===== config.mk =====
export PLATFORM = sky130hd
export DESIGN_NAME = mul_div_unit
export DESIGN_NICKNAME = d
export VERILOG_FILES = /design/src/rtl/mul_div_unit.sv
export SDC_FILE = /design/constraint.sdc
export NUM_CORES = 1
export LEC_CHECK = 0
export ABC_CLOCK_PERIOD_IN_PS = 6900
export BUFFER_PORTS_ARGS = -buffer_cell sky130_fd_sc_hd__buf_2
export CAP_MARGIN = 25
export CORE_AREA = 2 2 152 184
export DETAILED_ROUTE_END_ITERATION = 10
export DIE_AREA = 0 0 154 186
export GPL_TIMING_DRIVEN = 0
export MAX_ROUTING_LAYER = met4
export PLACE_DENSITY = 0.68
export SLEW_MARGIN = 20
export SYNTH_ARGS = -nofsm -noshare
export SYNTH_HDL_FRONTEND = slang
export SYNTH_SLANG_ARGS = --single-unit

===== constraint.sdc =====
create_clock -name clk -period 6.9 [get_ports clk]
set_input_delay 0.69 -clock clk [delete_from_list [all_inputs] [get_ports clk]]
set_output_delay 0.69 -clock clk [all_outputs]
set_load 0.02 [all_outputs]

===== src/rtl/mul_div_unit.sv =====
// mul_div_unit: multi-cycle unsigned MULTU/DIVU engine with internal HI/LO.
// Sits beside the single-cycle ALU in EX. The pipeline stalls on busy.
// Ports:
//   clk, reset      clock and synchronous active-low reset
//   start, Signal   operation request and 6-bit funct code
//   dataA, dataB    multiplicand/dividend and multiplier/divisor
//   busy, done      operation in flight / one-cycle completion pulse
//   hi, lo          result registers
//   dataOut         combinational MFHI/MFLO read-back (0 for other codes)
module mul_div_unit #(
  parameter int unsigned WIDTH = 32
) (
  input  logic             clk,
  input  logic             reset,
  input  logic             start,
  input  logic [5:0]       Signal,
  input  logic [WIDTH-1:0] dataA,
  input  logic [WIDTH-1:0] dataB,
  output logic             busy,
  output logic             done,
  output logic [WIDTH-1:0] hi,
  output logic [WIDTH-1:0] lo,
  output logic [WIDTH-1:0] dataOut
);

  localparam int unsigned CW = $clog2(WIDTH) + 1;
  localparam int unsigned AW = 2 * WIDTH;

  localparam logic [5:0] MULTU = 6'b011001;
  localparam logic [5:0] DIVU  = 6'b011011;
  localparam logic [5:0] MFHI  = 6'b010000;
  localparam logic [5:0] MFLO  = 6'b010010;

  typedef enum logic [1:0] {
    IDLE = 2'd0,
    MUL  = 2'd1,
    DIV  = 2'd2,
    DONE = 2'd3
  } state_t;

  state_t state_q, state_d;

  // acc holds {product high, multiplier/product low} for MUL and
  // {remainder, quotient} for DIV; op_q is the multiplicand or divisor.
  logic [AW-1:0]    acc_q, acc_d;
  logic [WIDTH-1:0] op_q, op_d;
  logic [CW-1:0]    cnt_q, cnt_d;
  logic [WIDTH-1:0] hi_d, lo_d;
  logic             busy_d, done_d;
  logic             last_iter;

  logic [WIDTH:0]   mul_sum;
  logic [AW-1:0]    mul_acc;
  logic [WIDTH:0]   div_trial;
  logic [WIDTH:0]   div_diff;
  logic [AW-1:0]    div_acc;

  assign last_iter = (cnt_q == CW'(WIDTH - 1));

  // Shift-add step: carry out of the upper-half add becomes the new MSB.
  always_comb begin
    mul_sum = {1'b0, acc_q[AW-1:WIDTH]};
    if (acc_q[0]) begin
      mul_sum = mul_sum + {1'b0, op_q};
    end
    mul_acc = {mul_sum, acc_q[WIDTH-1:1]};
  end

  // Restoring divide step; the trial remainder is one bit wider because the
  // left shift of a remainder close to a large divisor can exceed WIDTH bits.
  always_comb begin
    div_trial = {acc_q[AW-1:WIDTH], acc_q[WIDTH-1]};
    div_diff  = div_trial - {1'b0, op_q};
    if (div_trial >= {1'b0, op_q}) begin
      div_acc = {div_diff[WIDTH-1:0], acc_q[WIDTH-2:0], 1'b1};
    end else begin
      div_acc = {div_trial[WIDTH-1:0], acc_q[WIDTH-2:0], 1'b0};
    end
  end

  // Next-state and next-register logic.
  always_comb begin
    state_d = state_q;
    acc_d   = acc_q;
    op_d    = op_q;
    cnt_d   = cnt_q;
    hi_d    = hi;
    lo_d    = lo;
    done_d  = 1'b0;

    case (state_q)
      IDLE, DONE: begin
        state_d = IDLE;
        if (start && (Signal == MULTU)) begin
          state_d = MUL;
          acc_d   = {{WIDTH{1'b0}}, dataB};
          op_d    = dataA;
          cnt_d   = '0;
        end else if (start && (Signal == DIVU)) begin
          state_d = DIV;
          acc_d   = {{WIDTH{1'b0}}, dataA};
          op_d    = dataB;
          cnt_d   = '0;
        end
      end
      MUL: begin
        acc_d = mul_acc;
        cnt_d = cnt_q + CW'(1);
        if (last_iter) begin
          state_d = DONE;
          hi_d    = mul_acc[AW-1:WIDTH];
          lo_d    = mul_acc[WIDTH-1:0];
          done_d  = 1'b1;
          cnt_d   = '0;
        end
      end
      DIV: begin
        acc_d = div_acc;
        cnt_d = cnt_q + CW'(1);
        if (last_iter) begin
          state_d = DONE;
          hi_d    = div_acc[AW-1:WIDTH];
          lo_d    = div_acc[WIDTH-1:0];
          done_d  = 1'b1;
          cnt_d   = '0;
        end
      end
      default: begin
        state_d = IDLE;
      end
    endcase

    busy_d = (state_d == MUL) || (state_d == DIV);
  end

  // State and datapath registers; reset discards any partial result.
  always_ff @(posedge clk) begin
    if (!reset) begin
      state_q <= IDLE;
      acc_q   <= '0;
      op_q    <= '0;
      cnt_q   <= '0;
      hi      <= '0;
      lo      <= '0;
      busy    <= 1'b0;
      done    <= 1'b0;
    end else begin
      state_q <= state_d;
      acc_q   <= acc_d;
      op_q    <= op_d;
      cnt_q   <= cnt_d;
      hi      <= hi_d;
      lo      <= lo_d;
      busy    <= busy_d;
      done    <= done_d;
    end
  end

  // MFHI/MFLO read-back port.
  always_comb begin
    dataOut = '0;
    if (Signal == MFHI) begin
      dataOut = hi;
    end else if (Signal == MFLO) begin
      dataOut = lo;
    end
  end

endmodule


==> flow_summary.yaml, run 1 <==
sta:
  fmax_mhz: 216
  maxSlewViolCount: 0
  hold_ws_ps: 489
  setup_viol: 0
  rsz0062_at_grt: "no"
  fin_crit_ps: 4630
  hold_viol_final: 0
  slew_headroom_pct: 23.9
  tightest_slew_ps: 1140
  skew_ps: 8.12
  post-route-period-util_pct: 67.1
  tns_ps: 0
grt:
  grt_pass1_wl_um: 76400
  grt_start_max_net_pins: 17
  overflow: 0
  antenna_found_initial: 0
  grt_pass1_vias: 13000
  grt_usage_pct: 35.7
critical_path:
  worst_setup_path_end_kind: "flop"
  critPathMaxFanout: 6
  critical_path.most_common_cell: "o21bai_1"
  r2r_setup_slack_ps: 2270
  start_kind: "flop"
  r2r-end: "hi[25]"
  worstReg2RegStart: "acc_q[32]"
  critPathMaxStageDelay_ps: 1080
  crit_arrival_ps: 4980
  cp.required_ps: 7250
  cp-endpoint: "hi[25]"
  crit_start: "acc_q[32]"
  crit_slowest_cell: "a2111oi_1"
  crit_type: "reg -> reg"
  path_cells: "ha_1 > inv_1 > fa_1 > nand2b_1 > a21oi_1 > o21ai_0 > a2111oi_1 > o21bai_1 > o21bai_1 > mux2_2 > and2_1 > a221oi_1"
  reg2reg_depth: 12
synthesis:
  synth_compound_area_share_pct: 29.1
  async_flop_share_pct: 0
  avgSynthCellArea_sq_um: 7.92
  synth_fa_ha_area_share_pct: 6.92
  synth-edff-count: 0
  syn_inst: 1602
  synth-main-ff-cell: "dfxtp_1"
  synth.distinct_cells: 75
  synthesis.nets: 1744
  synthMuxAreaShare_pct: 11.8
  yosys_warnings: 0
  yosys.area_share.simple_pct: 16.1
  synth_seq_cells: 170
  seq_area_frac_synth_pct: 26.8
  synth-xor-area-share_pct: 3.59
  synth_area_sq_um: 12700
  synth_top_family_by_area: "compound AO/OA/AOI/OAI gates"
clocking:
  cts_setup_buffers: 0
  clockBufferDepth: 2
  cts-hold-fix-buffers: 0
  root_buffer: "clkbuf_16"
  clk_pin_slew_worst_paths_ps: 70
  tritoncts: "done"
  cts_buffers: 17
  cts_resized: 0
  clkLatencyLatePin_ps: 450
  clock_sinks: 170
  htreeDepth: 4
placement:
  placed_area_sq_um: 14000
  place.detailed.hpwl_um: 40300
  port_buffers: 169
  gp_congestion: 1.03
die:
  initial_core_util_pct: 47.3
  row_count: 66
  die_area_sq_um: 28600
  ios: 171
  die_y_um: 186
  core_sq_um: 26800
  die_x_um: 154
finish:
  multi_input_area_sq_um: 8570
  syn2layout_area_growth_pct: 14.8
  layout-drive-gt1-share_pct: 12.8
  finalCoreUtilization_pct: 54.3
  design_area_sq_um: 14600
  ff_latch_area_sq_um: 3400
  antenna_cells: 0
  n_fill_cell: 2571
  nets: 1932
route:
  drt_pass1_iterations: 5
  drt-wirelength-per-cell_um: 23.5
  vias_per_cell: 6.36
  wl_um: 50300
  post-route-drc-count: 0
  vias: 13600
  drtAntennaViolNets: 0
  dr.first_iter.drc_count: 1131
pwr:
  p_leak_nw: 5.89
  ir_drop_v: 0.000186
  powerDensity_nw_per_um2: 267
hold_path:
  hold_class: "reg -> reg"
  hold-path-cell-count: 2
status:
  status: "finished clean"
flow_run:
  cap_violations: 0
## routing by layer
metal	GRT usage (%)	vias up	routed length [um]
met5	-	-	0
met2	57.2	713	23400
met4	16.5	0	2200
met3	3.98	130	3620
met1	45.4	6420	21100
li1	-	6363	-
## final cells by class
class / count / share of cell area (%)
plain buffers: 121 / 3.35
well taps: 340 / 2.92
clock buffers: 18 / 2.95
repair buffers: 169 / 5.81
flip-flops and latches: 170 / 23.4
inverters: 61 / 1.57
clock inverters: 13 / 1.17
multi-input cells: 1250 / 58.9
## layout by cell type (no fill, tap or decap), types with 20 or more instances in the layout
| cell type | count |
|---|---|
| a211oi_1 | 104 |
| a21o_1 | 36 |
| a21oi_1 | 131 |
| a221oi_1 | 36 |
| a31oi_1 | 20 |
| buf_2 | 172 |
| clkbuf_1 | 104 |
| dfxtp_1 | 170 |
| ha_1 | 67 |
| inv_1 | 59 |
| mux2i_1 | 145 |
| nand2_1 | 98 |
| nand3_1 | 57 |
| nor2_1 | 180 |
| o21ai_0 | 61 |
| o221ai_1 | 21 |
| xnor2_1 | 29 |
| xor2_1 | 23 |
## how the worst min path moves through the flow
stage | from | to | slack (ps)
floorplan | cnt_q[5] | cnt_q[5] | 440
global placement | cnt_q[5] | cnt_q[5] | 450
detailed placement | hi[28] | hi[28] | 480
CTS | cnt_q[5] | cnt_q[5] | 480
global route | cnt_q[5] | cnt_q[5] | 510
finish | hi[28] | hi[28] | 490
## report_power, final
part	leakage (nW)	switching, W	internal (W)	total [W]
Clock	0.283	0.000443	0.000572	0.00101
Sequential	1.37	0.000177	0.00109	0.00127
Combinational	4.23	0.00108	0.000520	0.00160
Total	5.89	0.00170	0.00219	0.00389
## metrics by stage
step / setup slack (ps) / total power, W / cells
after floorplan: 3770 / 0.00227 / 1602
after global placement: 2120 / 0.00282 / 2111
after global routing: 2220 / 0.00402 / 2142
after detailed placement: 2480 / 0.00282 / 2111
final: 2270 / 0.00389 / 2142
after CTS: 2450 / 0.00382 / 2142
## sequential cells by signal, indices dropped and copies added (netlist names)
signal,flops
acc_q,64
hi,32
lo,32
op_q,32
cnt_q,6
state_q,2
busy,1
done,1
## kinds of logic after synthesis
family | after synthesis
xor+xnor | 52
buf+inv | 182
fa+ha+maj | 69
flops | 170
simple gates | 443
compound gates | 537
mux | 149
## synthesized netlist by cell type (29+ instances only)
master | n | share of area [%]
a211oi_1 | 104 | 6.2
a21o_1 | 36 | 2.1
a21oi_1 | 131 | 5.2
a221oi_1 | 36 | 2.5
clkbuf_1 | 103 | 3.0
dfxtp_1 | 170 | 27
ha_1 | 67 | 6.6
inv_1 | 59 | 1.7
mux2i_1 | 145 | 11
nand2_1 | 98 | 2.9
nand3_1 | 57 | 2.2
nor2_1 | 180 | 5.3
o21ai_0 | 61 | 2.4
xnor2_1 | 29 | 2.0
## critical path, delay by kind of cell, from the launching register on
kind	cells	cell delay [ps]
compound gates	6	2530
fa+ha+maj	2	690
flops	1	510
simple gates	2	370
mux	1	370
buf+inv	1	70
Power figures use the tool's default switching activity.
==> run 2, diff against run 1 <==
--- a/config.mk
+++ b/config.mk
@@ -5,7 +5,7 @@
 export SDC_FILE = /design/constraint.sdc
 export NUM_CORES = 1
 export LEC_CHECK = 0
-export ABC_CLOCK_PERIOD_IN_PS = 6900
+export ABC_CLOCK_PERIOD_IN_PS = 4250
 export BUFFER_PORTS_ARGS = -buffer_cell sky130_fd_sc_hd__buf_2
 export CAP_MARGIN = 25
 export CORE_AREA = 2 2 152 184
@@ -13,7 +13,7 @@
 export DIE_AREA = 0 0 154 186
 export GPL_TIMING_DRIVEN = 0
 export MAX_ROUTING_LAYER = met4
-export PLACE_DENSITY = 0.68
+export PLACE_DENSITY = 0.7
 export SLEW_MARGIN = 20
 export SYNTH_ARGS = -nofsm -noshare
 export SYNTH_HDL_FRONTEND = slang
==> constraint.sdc (replaced) <==
create_clock -name clk -period 4.25 [get_ports clk]
set_input_delay 0.425 -clock clk [delete_from_list [all_inputs] [get_ports clk]]
set_output_delay 0.425 -clock clk [all_outputs]
set_load 0.02 [all_outputs]
==> run 2 against run 1 <==
Utilization about the same. First-iteration DRC count rose by 14%. Highest routed layer unchanged. Register-to-register slack worse by 2100 ps. Count of clock-buffer cells in the layout grew 1. Critical path depth stayed put. Via count decreased by 0.17%. Flip-flop and latch count stayed put.
==> flow_summary.yaml, run 2 (same netlist as run 1, synthesis figures left out) <==
finish:
  n_fill_cell: 2565
  finalCoreUtilization_pct: 54.2
  instances_no_fill: 2143
  layout_common_cells: "nor2_1 (180), buf_2 (172), dfxtp_1 (170)"
  regMostFlops: "acc_q"
  syn2layout_area_growth_pct: 14.7
  nets: 1932
  antenna_cells: 0
  largest_reg_flops: 64
  layout-drive-gt1-share_pct: 12.9
  final_common_cell: "nor2_1"
critical_path:
  r2r-end: "hi[25]"
  crit_arrival_ps: 4430
  start_kind: "flop"
  cp.required_ps: 4600
  critPathMaxFanout: 6
  cp-endpoint: "hi[25]"
  worstReg2RegStart: "acc_q[32]"
  crit_start: "acc_q[32]"
  r2r_setup_slack_ps: 160
  reg2reg_depth: 12
  crit_type: "reg -> reg"
  worst_setup_path_end_kind: "flop"
clocking:
  htreeDepth: 4
  cts_setup_buffers: 0
  root_buffer: "clkbuf_16"
  clockBufferDepth: 2
  cts-hold-fix-buffers: 0
  clk_pin_slew_worst_paths_ps: 80
  tritoncts: "done"
  cts_buffers: 17
  clock_sinks: 170
  clkLatencyLatePin_ps: 450
grt:
  grt_pass1_wl_um: 75300
  overflow: 0
  grt_start_max_net_pins: 17
  antenna_found_initial: 0
  grt_pass1_vias: 12900
  grt_usage_pct: 35.6
route:
  drtAntennaViolNets: 0
  wl_um: 50700
  dr.first_iter.drc_count: 1290
  drt_pass1_iterations: 6
  vias: 13600
  vias_per_cell: 6.35
  drt-wirelength-per-cell_um: 23.7
  post-route-drc-count: 0
pwr:
  p_leak_nw: 5.88
  seq_power_share_pct: 32.9
  power.internal_w: 0.00349
  powerDensity_nw_per_um2: 431
  switching_power_w: 0.00277
  p_clk_share_pct: 25.5
  swShare_pct: 44.3
  ir_drop_v: 0.000307
  combPwrFrac_pct: 41.6
sta:
  setup_viol: 0
  fin_crit_ps: 4090
  rsz0062_at_grt: "no"
  slew_headroom_pct: 28.2
  hold_viol_final: 0
  skew_ps: 16.0
  maxSlewViolCount: 0
  fmax_mhz: 245
  post-route-period-util_pct: 96.2
  tightest_slew_ps: 1080
die:
  row_count: 66
  core_sq_um: 26800
  die_y_um: 186
  ios: 171
  die_x_um: 154
  initial_core_util_pct: 47.3
  die_area_sq_um: 28600
hold_path:
  hold_class: "in -> reg"
placement:
  dp_cells: 2111
  gp_congestion: 1.02
  port_buffers: 169
  place.detailed.hpwl_um: 40300
flow_run:
  cap_violations: 0
status:
  status: "finished clean"
-- run 2: worst min-delay path by stage --
stage	slack, ps	startpoint	cells after the start	end
final	340	dataB[28]	3	op_q[28]
after global routing	350	dataB[30]	3	op_q[30]
after CTS	330	dataB[28]	3	op_q[28]
after detailed placement	470	cnt_q[5]	1	cnt_q[5]
after global placement	460	cnt_q[5]	1	cnt_q[5]
after floorplan	440	cnt_q[5]	1	cnt_q[5]
-- run 2: critical path: stages, from the launching register on --
cell and delay (ps):
dfxtp_1 510, ha_1 250, inv_1 70, fa_1 440, nand2b_1 190, a21oi_1 220
o21ai_0 350, a2111oi_2 580, o21bai_1 310, o21bai_1 230, mux2_2 370, and2_1 160
a221oi_1 280
-- run 2: layout make-up --
| class | instances | area (sq um) | share of cell area (%) |
|---|---|---|---|
| multi-input combinational | 1250 | 8580 | 59.0 |
| clock buffer | 19 | 433 | 2.98 |
| inverter | 61 | 229 | 1.57 |
| timing repair buffer | 169 | 846 | 5.81 |
| buffer | 121 | 488 | 3.35 |
| sequential | 170 | 3400 | 23.4 |
| clock inverter | 13 | 144 | 0.989 |
| tap | 340 | 425 | 2.92 |
-- run 2: per-layer routing --
layer | GRT usage (%) | vias to the layer above | share of wire (%)
met3 | 6.73 | 147 | 9.0
met2 | 57.2 | 727 | 46
met5 | - | - | 0
met4 | 16.3 | 0 | 4.6
li1 | - | 6343 | -
met1 | 43.5 | 6386 | 40
-- run 2: what timing repair did --
action | in CTS | in global routing
hold endpoints to repair | 0 | 0
setup endpoints to repair | 8 | 5
resized for setup | 2 | 1
pin swaps | 0 | 0
-- run 2: through the flow --
step | worst slack, ps | power (W) | hold slack [ps] | TNS, ps | instance area (sq um)
after detailed placement | -180 | 0.00457 | 470 | -660 | 14000
after CTS | 137 | 0.00613 | 335 | 0 | 14500
final | 162 | 0.00627 | 336 | 0 | 14600
after global routing | 37.5 | 0.00647 | 349 | 0 | 14600
after floorplan | 1120 | 0.00368 | 439 | 0 | 12700
after global placement | -230 | 0.00456 | 456 | -826 | 14000
-- run 2: power groups by stage --
| stage | registers (W) | logic (W) | clock network [W] |
|---|---|---|---|
| 2_1_floorplan | 0.00197 | 0.00171 | 0 |
| 3_3_place_gp | 0.00207 | 0.00249 | 0 |
| 3_5_place_dp | 0.00208 | 0.00249 | 0 |
| 4_1_cts | 0.00204 | 0.00251 | 0.00158 |
| 5_1_grt | 0.00208 | 0.00275 | 0.00164 |
| 6_report | 0.00206 | 0.00261 | 0.00160 |
==> run 3, diff against run 2 <==
--- a/config.mk
+++ b/config.mk
@@ -8,12 +8,11 @@
 export ABC_CLOCK_PERIOD_IN_PS = 4250
 export BUFFER_PORTS_ARGS = -buffer_cell sky130_fd_sc_hd__buf_2
 export CAP_MARGIN = 25
-export CORE_AREA = 2 2 152 184
+export CORE_AREA = 2 2 157 189
 export DETAILED_ROUTE_END_ITERATION = 10
-export DIE_AREA = 0 0 154 186
+export DIE_AREA = 0 0 159 191
 export GPL_TIMING_DRIVEN = 0
-export MAX_ROUTING_LAYER = met4
-export PLACE_DENSITY = 0.7
+export PLACE_DENSITY = 0.67
 export SLEW_MARGIN = 20
 export SYNTH_ARGS = -nofsm -noshare
 export SYNTH_HDL_FRONTEND = slang
==> run 3 against run 2 <==
Sequential power is essentially flat. Flip-flop and latch count unchanged. First-iteration DRC count fell by 5.7%. Count of clock-buffer cells in the layout is 1 lower. Critical path type unchanged. Critical endpoint is now hi[29]. Largest power group unchanged.
==> flow_summary.yaml, run 3 (same netlist as run 1, synthesis figures left out) <==
finish:
  instances_no_fill: 2189
  regMostFlops: "acc_q"
  layout_common_cells: "nor2_1 (180), buf_2 (173), dfxtp_1 (170)"
  largest_reg_flops: 64
  ff_latch_area_sq_um: 3400
  syn2layout_area_growth_pct: 15.5
  multi_input_area_sq_um: 8600
  design_area_sq_um: 14700
  layout-drive-gt1-share_pct: 13.0
  antenna_cells: 0
  n_fill_cell: 2860
  nets: 1933
  final_common_cell: "nor2_1"
die:
  die_y_um: 191
  ios: 171
  row_count: 68
  initial_core_util_pct: 44.4
  die_area_sq_um: 30400
  die_x_um: 159
  core_sq_um: 28600
critical_path:
  crit_arrival_ps: 4400
  start_kind: "flop"
  critPathMaxFanout: 6
  r2r_setup_slack_ps: 190
  r2r-end: "hi[29]"
  path_cells: "ha_1 > inv_1 > fa_1 > nand2b_1 > a21oi_1 > o21ai_0 > buf_2 > a2111oi_4 > o21bai_1 > o31ai_1 > xor2_1 > mux2i_1 > a221oi_1"
  crit_start: "acc_q[32]"
  worst_setup_path_end_kind: "flop"
  critPathBufInv: 2
  cp_top_family: "compound AO/OA/AOI/OAI gates"
  critPathMaxStageDelay_ps: 510
  crit_type: "reg -> reg"
  crit_slowest_cell: "dfxtp_1"
  worstReg2RegStart: "acc_q[32]"
  reg2reg_depth: 13
  cp.required_ps: 4580
pwr:
  power.internal_w: 0.00352
  seq_power_share_pct: 32.8
  p_leak_nw: 5.90
  combPwrFrac_pct: 41.1
  powerDensity_nw_per_um2: 430
  ir_drop_v: 0.000408
  p_clk_share_pct: 26.1
  switching_power_w: 0.00278
  swShare_pct: 44.1
clocking:
  cts_setup_buffers: 0
  cts_buffers: 17
  clkLatencyLatePin_ps: 450
  clockBufferDepth: 2
  clock_sinks: 170
  root_buffer: "clkbuf_16"
  clk_pin_slew_worst_paths_ps: 70
  cts-hold-fix-buffers: 0
  tritoncts: "done"
  htreeDepth: 4
  cts_resized: 1
placement:
  placed_area_sq_um: 14000
  dp_cells: 2156
  port_buffers: 169
  place.detailed.hpwl_um: 41000
  gp_congestion: 0.965
route:
  wl_um: 51300
  drt-wirelength-per-cell_um: 23.4
  dr.first_iter.drc_count: 1216
  vias: 13700
  vias_per_cell: 6.27
  drt_pass1_iterations: 7
  post-route-drc-count: 0
  drtAntennaViolNets: 0
sta:
  tightest_slew_ps: 1040
  hold_viol_final: 0
  maxSlewViolCount: 0
  fmax_mhz: 246
  slew_headroom_pct: 30.2
  setup_viol: 0
  post-route-period-util_pct: 95.6
  rsz0062_at_grt: "no"
  tns_ps: 0
  fin_crit_ps: 4060
  skew_ps: 9.60
grt:
  grt_pass1_vias: 13100
  grt_usage_pct: 32.9
  antenna_found_initial: 0
  grt_pass1_wl_um: 77200
  overflow: 0
  grt_start_max_net_pins: 17
hold_path:
  hp-start: "dataB[6]"
  hold-path-cell-count: 3
  min_to: "op_q[6]"
  hold_class: "in -> reg"
flow_run:
  cap_violations: 0
status:
  status: "finished clean"
## run 3: how the worst max path moves through the flow
stage / end / slack (ps) / cells after the start
after global routing: hi[24] / 80 / 13
after global placement: hi[25] / -620 / 12
final: hi[29] / 190 / 13
after floorplan: hi[24] / 1120 / 13
after CTS: hi[29] / 10 / 12
after detailed placement: hi[29] / -230 / 12
## run 3: worst reg2reg max path, stage by stage, from the launching register on
cell       delay [ps]
dfxtp_1           510
ha_1              260
inv_1              60
fa_1              440
nand2b_1          190
a21oi_1           220
o21ai_0           230
buf_2             240
a2111oi_4         450
o21bai_1          260
o31ai_1           390
xor2_1            200
mux2i_1           160
a221oi_1          340
## run 3: through the flow
| stage | util (%) | worst slack (ps) | total power (W) | hold slack (ps) |
|---|---|---|---|---|
| after floorplan | - | 1120 | 0.00368 | 439 |
| after global placement | 49.0 | -624 | 0.00456 | 467 |
| after detailed placement | 49.0 | -231 | 0.00457 | 464 |
| after CTS | 51.1 | 9.89 | 0.00618 | 316 |
| after global routing | 51.3 | 82.4 | 0.00651 | 354 |
| final | 51.3 | 187 | 0.00630 | 332 |
## run 3: layout make-up
type                       count  area share (%)
inverter                      61            1.56
timing repair buffer         170            5.81
buffer                       121            3.33
multi-input combinational   1250            58.7
clock buffer                  18            3.00
tap                          385            3.29
sequential                   170            23.2
clock inverter                14            1.08
## run 3: power groups by stage
stage,clock (W),sequential (W),combinational [W]
after floorplan,0,0.00197,0.00171
after global placement,0,0.00208,0.00247
after detailed placement,0,0.00209,0.00248
after CTS,0.00163,0.00205,0.00250
after global routing,0.00169,0.00208,0.00274
final,0.00165,0.00206,0.00259
## run 3: per-layer routing
layer	up-vias	GRT usage, %	wire, um
li1	6360	-	-
met1	6531	41.9	21100
met5	-	0	0
met2	690	54.9	23600
met4	0	17.0	2690
met3	153	4.08	3970
